## config.mk

```make
export PLATFORM = sky130hd
export DESIGN_NAME = lenet_batch_top
export DESIGN_NICKNAME = d
export VERILOG_FILES = /design/src/rtl/lenet_pkg.sv /design/src/rtl/lenet_result_fifo.sv /design/src/rtl/lenet_result_fifo_chk.sv /design/src/rtl/lenet_batch_top.sv
export SDC_FILE = /design/constraint.sdc
export NUM_CORES = 1
export LEC_CHECK = 0
export ABC_AREA = 0
export CORE_ASPECT_RATIO = 0.75
export CORE_UTILIZATION = 33
export DETAILED_ROUTE_END_ITERATION = 8
export PLACE_DENSITY = 0.56
export SETUP_SLACK_MARGIN = 0.1
export SYNTH_ARGS = -nofsm -noshare
export SYNTH_HDL_FRONTEND = slang
export SYNTH_HIERARCHICAL = 1
export SYNTH_SLANG_ARGS = --single-unit
export TNS_END_PERCENT = 10
```

## constraint.sdc

```tcl
create_clock -name clk -period 7.8 [get_ports clk]
set_clock_uncertainty 0.15 [all_clocks]
set_input_delay 2.34 -clock clk [delete_from_list [all_inputs] [get_ports clk]]
set_output_delay 2.34 -clock clk [all_outputs]
set_load 0.01 [all_outputs]
```

## src/rtl/lenet_pkg.sv

```systemverilog
// Shared types and constants for the LeNet batch-inference control path.
package lenet_pkg;

    // Width of a classified digit returned by the core.
    localparam int DIGIT_W   = 4;

    // Widest image index a result entry can carry (up to 256 image slots).
    localparam int IDX_W_MAX = 8;

    // Batch controller states.
    typedef enum logic [1:0] {
        ST_IDLE       = 2'd0,
        ST_LAUNCH     = 2'd1,
        ST_RUN        = 2'd2,
        ST_WAIT_SPACE = 2'd3
    } batch_state_t;

    // One queued result: the classified digit tagged with its image slot.
    typedef struct packed {
        logic [DIGIT_W-1:0]   digit;
        logic [IDX_W_MAX-1:0] idx;
    } res_entry_t;

    localparam int RES_ENTRY_W = $bits(res_entry_t);

endpackage

```

## src/rtl/lenet_result_fifo.sv

```systemverilog
// Synchronous result FIFO. Data written in a cycle becomes visible at the
// head on the following cycle (no fall-through). Push and pop may coincide
// at any occupancy, including full.
module lenet_result_fifo #(
    parameter  int DEPTH = 4,
    parameter  int W     = 12,
    localparam int PTR_W = (DEPTH > 1) ? $clog2(DEPTH) : 1,
    localparam int CNT_W = PTR_W + 1
) (
    input  logic             clk,
    input  logic             rst,
    input  logic             push,
    input  logic [W-1:0]     din,
    input  logic             pop,
    output logic [W-1:0]     dout,
    output logic             full,
    output logic             empty,
    output logic [CNT_W-1:0] count
);

    localparam logic [CNT_W-1:0] DEPTH_C = CNT_W'(DEPTH);

    logic [W-1:0]     mem_r [DEPTH];
    logic [PTR_W-1:0] wr_ptr_r;
    logic [PTR_W-1:0] rd_ptr_r;
    logic [CNT_W-1:0] count_r;
    logic             do_push_s;
    logic             do_pop_s;

    // Qualify requests: pop only with data present, push only into a free or freeing slot.
    always_comb begin
        do_pop_s  = pop & (count_r != {CNT_W{1'b0}});
        do_push_s = push & ((count_r != DEPTH_C) | do_pop_s);
    end

    // Storage array; cleared on reset so an empty head reads as zero.
    always_ff @(posedge clk) begin
        if (rst) begin
            for (int i = 0; i < DEPTH; i++) begin
                mem_r[i] <= {W{1'b0}};
            end
        end else if (do_push_s) begin
            mem_r[wr_ptr_r] <= din;
        end
    end

    // Read/write pointers and occupancy count.
    always_ff @(posedge clk) begin
        if (rst) begin
            wr_ptr_r <= {PTR_W{1'b0}};
            rd_ptr_r <= {PTR_W{1'b0}};
            count_r  <= {CNT_W{1'b0}};
        end else begin
            if (do_push_s) begin
                wr_ptr_r <= wr_ptr_r + PTR_W'(1'b1);
            end
            if (do_pop_s) begin
                rd_ptr_r <= rd_ptr_r + PTR_W'(1'b1);
            end
            case ({do_push_s, do_pop_s})
                2'b10:   count_r <= count_r + CNT_W'(1'b1);
                2'b01:   count_r <= count_r - CNT_W'(1'b1);
                default: count_r <= count_r;
            endcase
        end
    end

    assign dout  = mem_r[rd_ptr_r];
    assign full  = (count_r == DEPTH_C);
    assign empty = (count_r == {CNT_W{1'b0}});
    assign count = count_r;

    lenet_result_fifo_chk u_chk (
        .clk  (clk),
        .rst  (rst),
        .push (push),
        .pop  (pop),
        .full (full)
    );

endmodule

```

## src/rtl/lenet_result_fifo_chk.sv

```systemverilog
// Checker for the result FIFO: a push must never land on a full FIFO
// unless a pop frees a slot in the same cycle.
module lenet_result_fifo_chk (
    input logic clk,
    input logic rst,
    input logic push,
    input logic pop,
    input logic full
);

    property p_no_overflow;
        @(posedge clk) disable iff (rst) !(push && full && !pop);
    endproperty

    a_no_overflow: assert property (p_no_overflow)
        else $error("lenet_result_fifo: push into a full FIFO");

endmodule

```

## src/rtl/lenet_batch_top.sv

```systemverilog
// Batch-inference controller: runs the LeNet core over a run of consecutive
// image slots, offsets core ROM addresses by the current slot and queues
// each classified digit with its slot index for a valid/ready consumer.
module lenet_batch_top
    import lenet_pkg::*;
#(
    parameter  int WD         = 8,
    parameter  int ADDR_W     = 10,
    parameter  int NUM_IMAGES = 16,
    parameter  int FIFO_DEPTH = 4,
    localparam int IDX_W      = (NUM_IMAGES > 1) ? $clog2(NUM_IMAGES) : 1
) (
    input  logic                    clk,
    input  logic                    rst,
    input  logic                    start,
    input  logic [IDX_W-1:0]        cfg_first,
    input  logic [IDX_W:0]          cfg_count,
    output logic                    busy,
    output logic                    done,
    output logic                    core_go,
    input  logic                    core_ready,
    input  logic [DIGIT_W-1:0]      core_digit,
    input  logic [ADDR_W-1:0]       core_aa,
    input  logic                    core_cena,
    output logic [IDX_W+ADDR_W-1:0] rom_addr,
    output logic                    rom_cen,
    output logic                    res_valid,
    input  logic                    res_ready,
    output logic [DIGIT_W-1:0]      res_digit,
    output logic [IDX_W-1:0]        res_idx
);

    localparam int CNT_W = $clog2(FIFO_DEPTH) + 1;
    localparam logic [IDX_W-1:0] LAST_IDX  = IDX_W'(NUM_IMAGES - 1);
    localparam logic [IDX_W:0]   ONE_CNT   = {{IDX_W{1'b0}}, 1'b1};
    localparam logic [CNT_W:0]   DEPTH_EXT = (CNT_W + 1)'(FIFO_DEPTH);

    // Reject parameter sets the FIFO pointers and result entry cannot represent.
    if (WD < 1 || FIFO_DEPTH < 2 || (FIFO_DEPTH & (FIFO_DEPTH - 1)) != 0 || IDX_W > IDX_W_MAX) begin : g_param_check
        $error("lenet_batch_top: unsupported parameter set");
    end

    batch_state_t     state_r;
    batch_state_t     state_nxt_s;
    logic             start_r;
    logic             go_s;
    logic [IDX_W-1:0] cur_idx_r;
    logic [IDX_W-1:0] cur_idx_nxt_s;
    logic [IDX_W-1:0] idx_inc_s;
    logic [IDX_W:0]   remaining_r;
    logic [IDX_W:0]   remaining_nxt_s;
    logic             done_nxt_s;
    logic             busy_r;
    logic             done_r;
    logic             core_go_r;

    logic             push_s;
    logic             pop_s;
    logic             space_now_s;
    logic             space_after_push_s;
    logic [CNT_W:0]   occ_after_push_s;
    res_entry_t       push_entry_s;
    res_entry_t       head_entry_s;
    logic [RES_ENTRY_W-1:0] fifo_dout_s;
    logic             fifo_full_s;
    logic             fifo_empty_s;
    logic [CNT_W-1:0] fifo_count_s;

    // Start edge, FIFO space look-ahead and result entry packing.
    always_comb begin
        go_s        = start & ~start_r;
        pop_s       = ~fifo_empty_s & res_ready;
        // A slot is free next cycle when nothing is pushed now.
        space_now_s = ~fifo_full_s | pop_s;
        // Occupancy after this cycle if a result is pushed now.
        occ_after_push_s   = {1'b0, fifo_count_s} + (CNT_W + 1)'(1'b1) - (CNT_W + 1)'(pop_s);
        space_after_push_s = (occ_after_push_s < DEPTH_EXT);
        if (cur_idx_r == LAST_IDX) begin
            idx_inc_s = {IDX_W{1'b0}};
        end else begin
            idx_inc_s = cur_idx_r + IDX_W'(1'b1);
        end
        push_entry_s.digit = core_digit;
        push_entry_s.idx   = IDX_W_MAX'(cur_idx_r);
    end

    // Next-state logic of the batch sequencer.
    always_comb begin
        state_nxt_s     = state_r;
        cur_idx_nxt_s   = cur_idx_r;
        remaining_nxt_s = remaining_r;
        done_nxt_s      = 1'b0;
        push_s          = 1'b0;
        case (state_r)
            ST_IDLE: begin
                if (go_s) begin
                    if (cfg_count == {(IDX_W + 1){1'b0}}) begin
                        done_nxt_s = 1'b1;
                    end else begin
                        cur_idx_nxt_s   = cfg_first;
                        remaining_nxt_s = cfg_count;
                        // Results of an earlier batch may still fill the FIFO.
                        state_nxt_s     = space_now_s ? ST_LAUNCH : ST_WAIT_SPACE;
                    end
                end else begin
                    state_nxt_s = ST_IDLE;
                end
            end
            ST_LAUNCH: begin
                state_nxt_s = ST_RUN;
            end
            ST_RUN: begin
                if (core_ready) begin
                    push_s          = 1'b1;
                    remaining_nxt_s = remaining_r - ONE_CNT;
                    if (remaining_r == ONE_CNT) begin
                        done_nxt_s  = 1'b1;
                        state_nxt_s = ST_IDLE;
                    end else begin
                        cur_idx_nxt_s = idx_inc_s;
                        state_nxt_s   = space_after_push_s ? ST_LAUNCH : ST_WAIT_SPACE;
                    end
                end else begin
                    state_nxt_s = ST_RUN;
                end
            end
            ST_WAIT_SPACE: begin
                if (space_now_s) begin
                    state_nxt_s = ST_LAUNCH;
                end else begin
                    state_nxt_s = ST_WAIT_SPACE;
                end
            end
            default: begin
                state_nxt_s = ST_IDLE;
            end
        endcase
    end

    // State, batch bookkeeping and registered control outputs.
    always_ff @(posedge clk) begin
        if (rst) begin
            state_r     <= ST_IDLE;
            start_r     <= 1'b0;
            cur_idx_r   <= {IDX_W{1'b0}};
            remaining_r <= {(IDX_W + 1){1'b0}};
            busy_r      <= 1'b0;
            done_r      <= 1'b0;
            core_go_r   <= 1'b0;
        end else begin
            state_r     <= state_nxt_s;
            start_r     <= start;
            cur_idx_r   <= cur_idx_nxt_s;
            remaining_r <= remaining_nxt_s;
            busy_r      <= (state_nxt_s != ST_IDLE);
            done_r      <= done_nxt_s;
            core_go_r   <= (state_nxt_s == ST_LAUNCH);
        end
    end

    lenet_result_fifo #(
        .DEPTH (FIFO_DEPTH),
        .W     (RES_ENTRY_W)
    ) u_fifo (
        .clk   (clk),
        .rst   (rst),
        .push  (push_s),
        .din   (push_entry_s),
        .pop   (pop_s),
        .dout  (fifo_dout_s),
        .full  (fifo_full_s),
        .empty (fifo_empty_s),
        .count (fifo_count_s)
    );

    assign head_entry_s = res_entry_t'(fifo_dout_s);

    assign busy      = busy_r;
    assign done      = done_r;
    assign core_go   = core_go_r;
    assign rom_addr  = {cur_idx_r, core_aa};
    assign rom_cen   = core_cena;
    assign res_valid = ~fifo_empty_s;
    assign res_digit = head_entry_s.digit;
    assign res_idx   = IDX_W'(head_entry_s.idx);

endmodule

```

After elaboration in Yosys (flattened, before gate mapping)
Memory sizes are Yosys's and may differ from the RTL's. A register that Yosys moved wholly into a read port is not among the register bits.
Index checks and enable logic that the tools add are counted.
{ "classes": {"n_addsub": 8, "order_cmp": 1, "eq_ne": 14, "n_reduce_logical": 10, "n_mux": 35, "n_bitwise": 9} }
{ "op_table": {"columns": ["cell", "count"], "rows": [
  ["$mux 4", 5],
  ["$mux 2", 9],
  ["$mux 5", 3],
  ["$mux 1", 12],
  ["$pmux 5 s2", 1],
  ["$mux 8", 1],
  ["$ne 2x2->1 const B", 4],
  ["$pmux 2 s4", 1],
  ["$pmux 4 s2", 1],
  ["$reduce_or 8->1", 1],
  ["$eq 2x1->1 const B", 3],
  ["$eq 2x2->1 const B", 3],
  ["$pmux 3 s2", 1],
  ["$reduce_bool 2->1", 3],
  ["$eq 5x1->1 const B", 1],
  ["$logic_not 5->1", 1],
  ["$reduce_and 5->1", 1],
  ["$sub 5x1->5 const B", 1],
  ["$add 2x1->2 const B", 2],
  ["$add 3x1->4 const B", 1],
  ["$add 4x1->4 const B", 1],
  ["$and 1x1->1", 4],
  ["$eq 4x4->1 const B", 1],
  ["$lt 4x3->1 const B", 1],
  ["12 further kinds", 15]
]} }
{ "word_totals": {"wordCells": 88, "input_bits": 29, "ff_bits": 22, "ram_bits": 32, "out_inout_bits": 27, "memories": 1} }
{ "memory_table": {"columns": ["name", "depth", "width", "rd", "rd_ports_with_merged_regs", "wr", "line_no", "rtl"], "rows": [
  ["u_fifo.mem_r", 4, 8, 1, 1, 4, "lenet_result_fifo.sv:23", "logic [W-1:0] mem_r [DEPTH];"]
]} }

Depth between registers and ports, before layout
{ "logic_depth": {"depth_word": 11, "ltp_mapped": 11, "depth_no_buf": 11} }

Cells and area by module
The synthesis kept the hierarchy.
{ "by_module_without_submodules": {"columns": ["module", "cells_each", "seq_area_each_um2", "area_per_inst_um2", "instances"], "rows": [
  ["lenet_result_fifo", 169, 1621.6, 2517.4, 1],
  ["lenet_batch_top", 122, 300.3, 1027.2, 1]
]} }

Worst setup path before layout
No wires, ideal clock.
{ "synth_path": {"path_kind": "input to output", "start": "in core_aa[0]", "end": "out rom_addr[0]", "stages": 1, "n_path_buf": 1, "slack_ps": 2851, "arrival_ps": 2459, "cell_sequence": "buf_4"} }
{ "synth_rtl": {"columns": ["item", "line_no", "rtl"], "rows": [
  ["from (decl)", "lenet_batch_top.sv:23", "input logic [ADDR_W-1:0] core_aa,"],
  ["to (decl)", "lenet_batch_top.sv:25", "output logic [IDX_W+ADDR_W-1:0] rom_addr,"]
]} }
No word-level cell between the ends.

Worst setup path in the final report
{ "layout_path": {"start": "in core_aa[8]", "end": "out rom_addr[8]"} }
No word-level cell between the ends.

==> flow_results.org <==
** Worst hold path
- The worst hold path begins at u_fifo/rd_ptr_r[1].
- Hold Crit Endpoint :: u_fifo/rd_ptr_r[1]
- Hold Crit Depth :: 2
- In this run the worst hold path is classified as reg -> reg.

** Floorplan
- Core Rows :: 29
- The floorplan step defined a core boundary enclosing 8454 um2.
- The die covers 9078 um2.
- Die width :: between 100 and 150 um
- Initial core utilization :: between 30% and 40%
- 56 I/O pins were placed.
- Height of the chip :: 82.77 um

** STA
- Slew at the pin closest to its max-slew limit :: 1028 ps
- Timing would allow up to 207.0 MHz.
- Time the worst path needs with I/O delays and setup :: 4830 ps
- The worst path uses 61.92% of the clock period.
- Max-slew violation count :: 0
- The tightest hold path in the finished design has a slack of about 360 ps.
- Count of final hold-check violations :: 0
- Setup violations remaining at the end of the flow were counted as 0.
- Setup repair after global routing left no endpoint under its margin.
- Setup_tns :: 0 ps
- Max_slew headroom :: 30.95%

** Route
- The first detailed-routing pass took 4 iterations.
- Post-route DRC violation count :: 0
- The detail route stage leaves a number of antenna-violating nets equal to 0.
- Total number of vias :: between 1.5k and 2k
- Average wire length per cell after detail routing :: approximately 15 um
- The final layout contains routed wiring with a total length of 5.915 mm.
- After detailed routing, the number of vias per cell comes to 4.997.
- Drt initial violations :: 112

** Logic synthesis
- Nets in the synthesized netlist :: around 290
- Area of the mapped netlist :: 2870 um2
- The cell count after synthesis came out at 254.
- Mean instance size in the synthesized netlist :: 11.30 um2
- During synthesis, Yosys emitted a total of 6 warnings.

** Worst setup path
- The worst setup path is launched from an input pin.
- The worst setup path is captured at an output port.
- Data arrives at the worst endpoint at 2340 ps.
- The number of cells on the worst reg-to-reg path is 11.
- Max Fanout on Critical Path :: 1
- Capture instance of the worst register-to-register path :: u_fifo/count[2]
- Logic depth of the worst setup path including buffers :: 0
- Required time of the worst setup path :: roughly 5300 ps
- The setup path with the least slack is of type in -> out.
- The setup check on the worst reg-to-reg path leaves a slack of 4650 ps.
- FF-to-FF Start :: u_fifo/count[2]

** Placement
- The placed instances occupy a cell area of 3214 um2.
- Input and output buffers added on the ports amount to 33.
- At the end of routability-driven placement, the weighted congestion stood at 0.8178.
- Detailed placement ended at an HPWL of 4.113 mm.

** Final layout
- Fraction of layout instances using a drive strength above 1 :: 12.41%
- Final standard cell area without fillers :: 3364 um2
- The area growth from synthesis to layout is 17.22%.
- 0 antenna diodes ended up in the layout.
- Number of nets in the final layout :: 307

** Global routing
- Number of global-route vias before repair :: 1,834
- After global routing the overflow that remains totals 0.
- Gr usage total :: 14.35%
- Maximum number of pins on one net before global-route repair :: 33
- The first global-routing pass estimated around 9.5 mm of wire.
- Initial antenna violation count :: 0

** Clock tree
- Clock-pin slew was measured on the worst setup and hold paths at about 70 ps.
- In this run, post-CTS hold repair placed 0 buffers.
- CTS placed an instance of clkbuf_16 at the clock tree root.
- Post-CTS repair changed the size of 0 cells.
- CTS saw 56 sinks.
- Post-CTS setup repair buffer count :: 0
- Counting the buffers created by CTS gives 5.
- TritonCTS built the clock tree.
- Deepest clock path buffer count :: 2
- H-tree lvl count :: 2
- Clock latency on the worst-skew pair, taken at its later pin, is slightly below 300 ps.

** Power and ir drop
- Worst ir drop on vdd :: 94.12 uV
- For this design the ratio of total power to cell area is 190.2 nW/um2.
- Static leakage power :: 0.001193 uW

** Outcome
- Result of the run :: complete, no violations

** Flow run
- Max-cap violations in this run came to 0.
[power by group]
group	switching [uW]	leakage (uW)	internal, uW
Sequential	12.4	0.000526	324
Clock	108	0.0000708	122
Combinational	36.4	0.000595	37.9
Total	156	0.00119	484
[per-stage QoR]
| stage | worst slack (ps) | util [%] | total power [uW] | cells |
|---|---|---|---|---|
| 6_report | 2970 | 39.80 | 640.1 | 382 |
| 5_1_grt | 2831 | 39.80 | 671.5 | 382 |
| 4_1_cts | 2970 | 39.80 | 650.2 | 382 |
| 3_5_place_dp | 2692 | 38.02 | 417.8 | 374 |
| 3_3_place_gp | 2756 | 38.02 | 418.2 | 374 |
| 2_1_floorplan | 2851 | - | 390.8 | 254 |
[layer usage]
layer	global-route usage, %	part of all wire [%]
met5	0	0
met4	4.133	0.68
met3	4.239	3.0
met2	20.82	43
met1	20.55	53
[placed cells by master (no fill, tap or decap), drive strengths merged, types with 4 or more instances in the layout]
cell type and count:
and2 32, edfxtp 32, a21oi 13, inv 16, nor2 15, nor2b 7, o21ai 6, nand2 9
nand2b 6, nand3 4, mux4 8, clkdlybuf4s50 33, nor3 8, dfxtp 24, ha 4, clkbuf 5
[worst max path at each step]
| stage | from | endpoint | slack [ps] |
|---|---|---|---|
| after floorplan | core_aa[0] | rom_addr[0] | 2850 |
| after global placement | res_ready | u_fifo/count[2] | 2760 |
| after detailed placement | res_ready | u_fifo/count[2] | 2690 |
| after CTS | core_aa[2] | rom_addr[2] | 2970 |
| after global routing | res_ready | u_fifo/count[2] | 2830 |
| final | core_aa[8] | rom_addr[8] | 2970 |
[flip-flops by register name (all words and copies together), names as in the netlist, named ones only]
register and cells:
remaining_r 5, u_fifo/wr_ptr_r 2, u_fifo/mem_r 32, busy 1, cur_idx_r 4, done 1
u_fifo/count 3, start_r 1, state_r 2, u_fifo/rd_ptr_r 2, core_go 1
[final cells by class]
cell class              instances  area (um2)
clock buffers                   5       125.1
clock inverters                 3       25.02
fillers                       829        5090
inverters                      14       52.55
multi-input cells             160        1232
flip-flops and latches         56        1441
well taps                     108       135.1
repair buffers                 36       352.8
No activity file was read; power rests on OpenSTA's default activity.
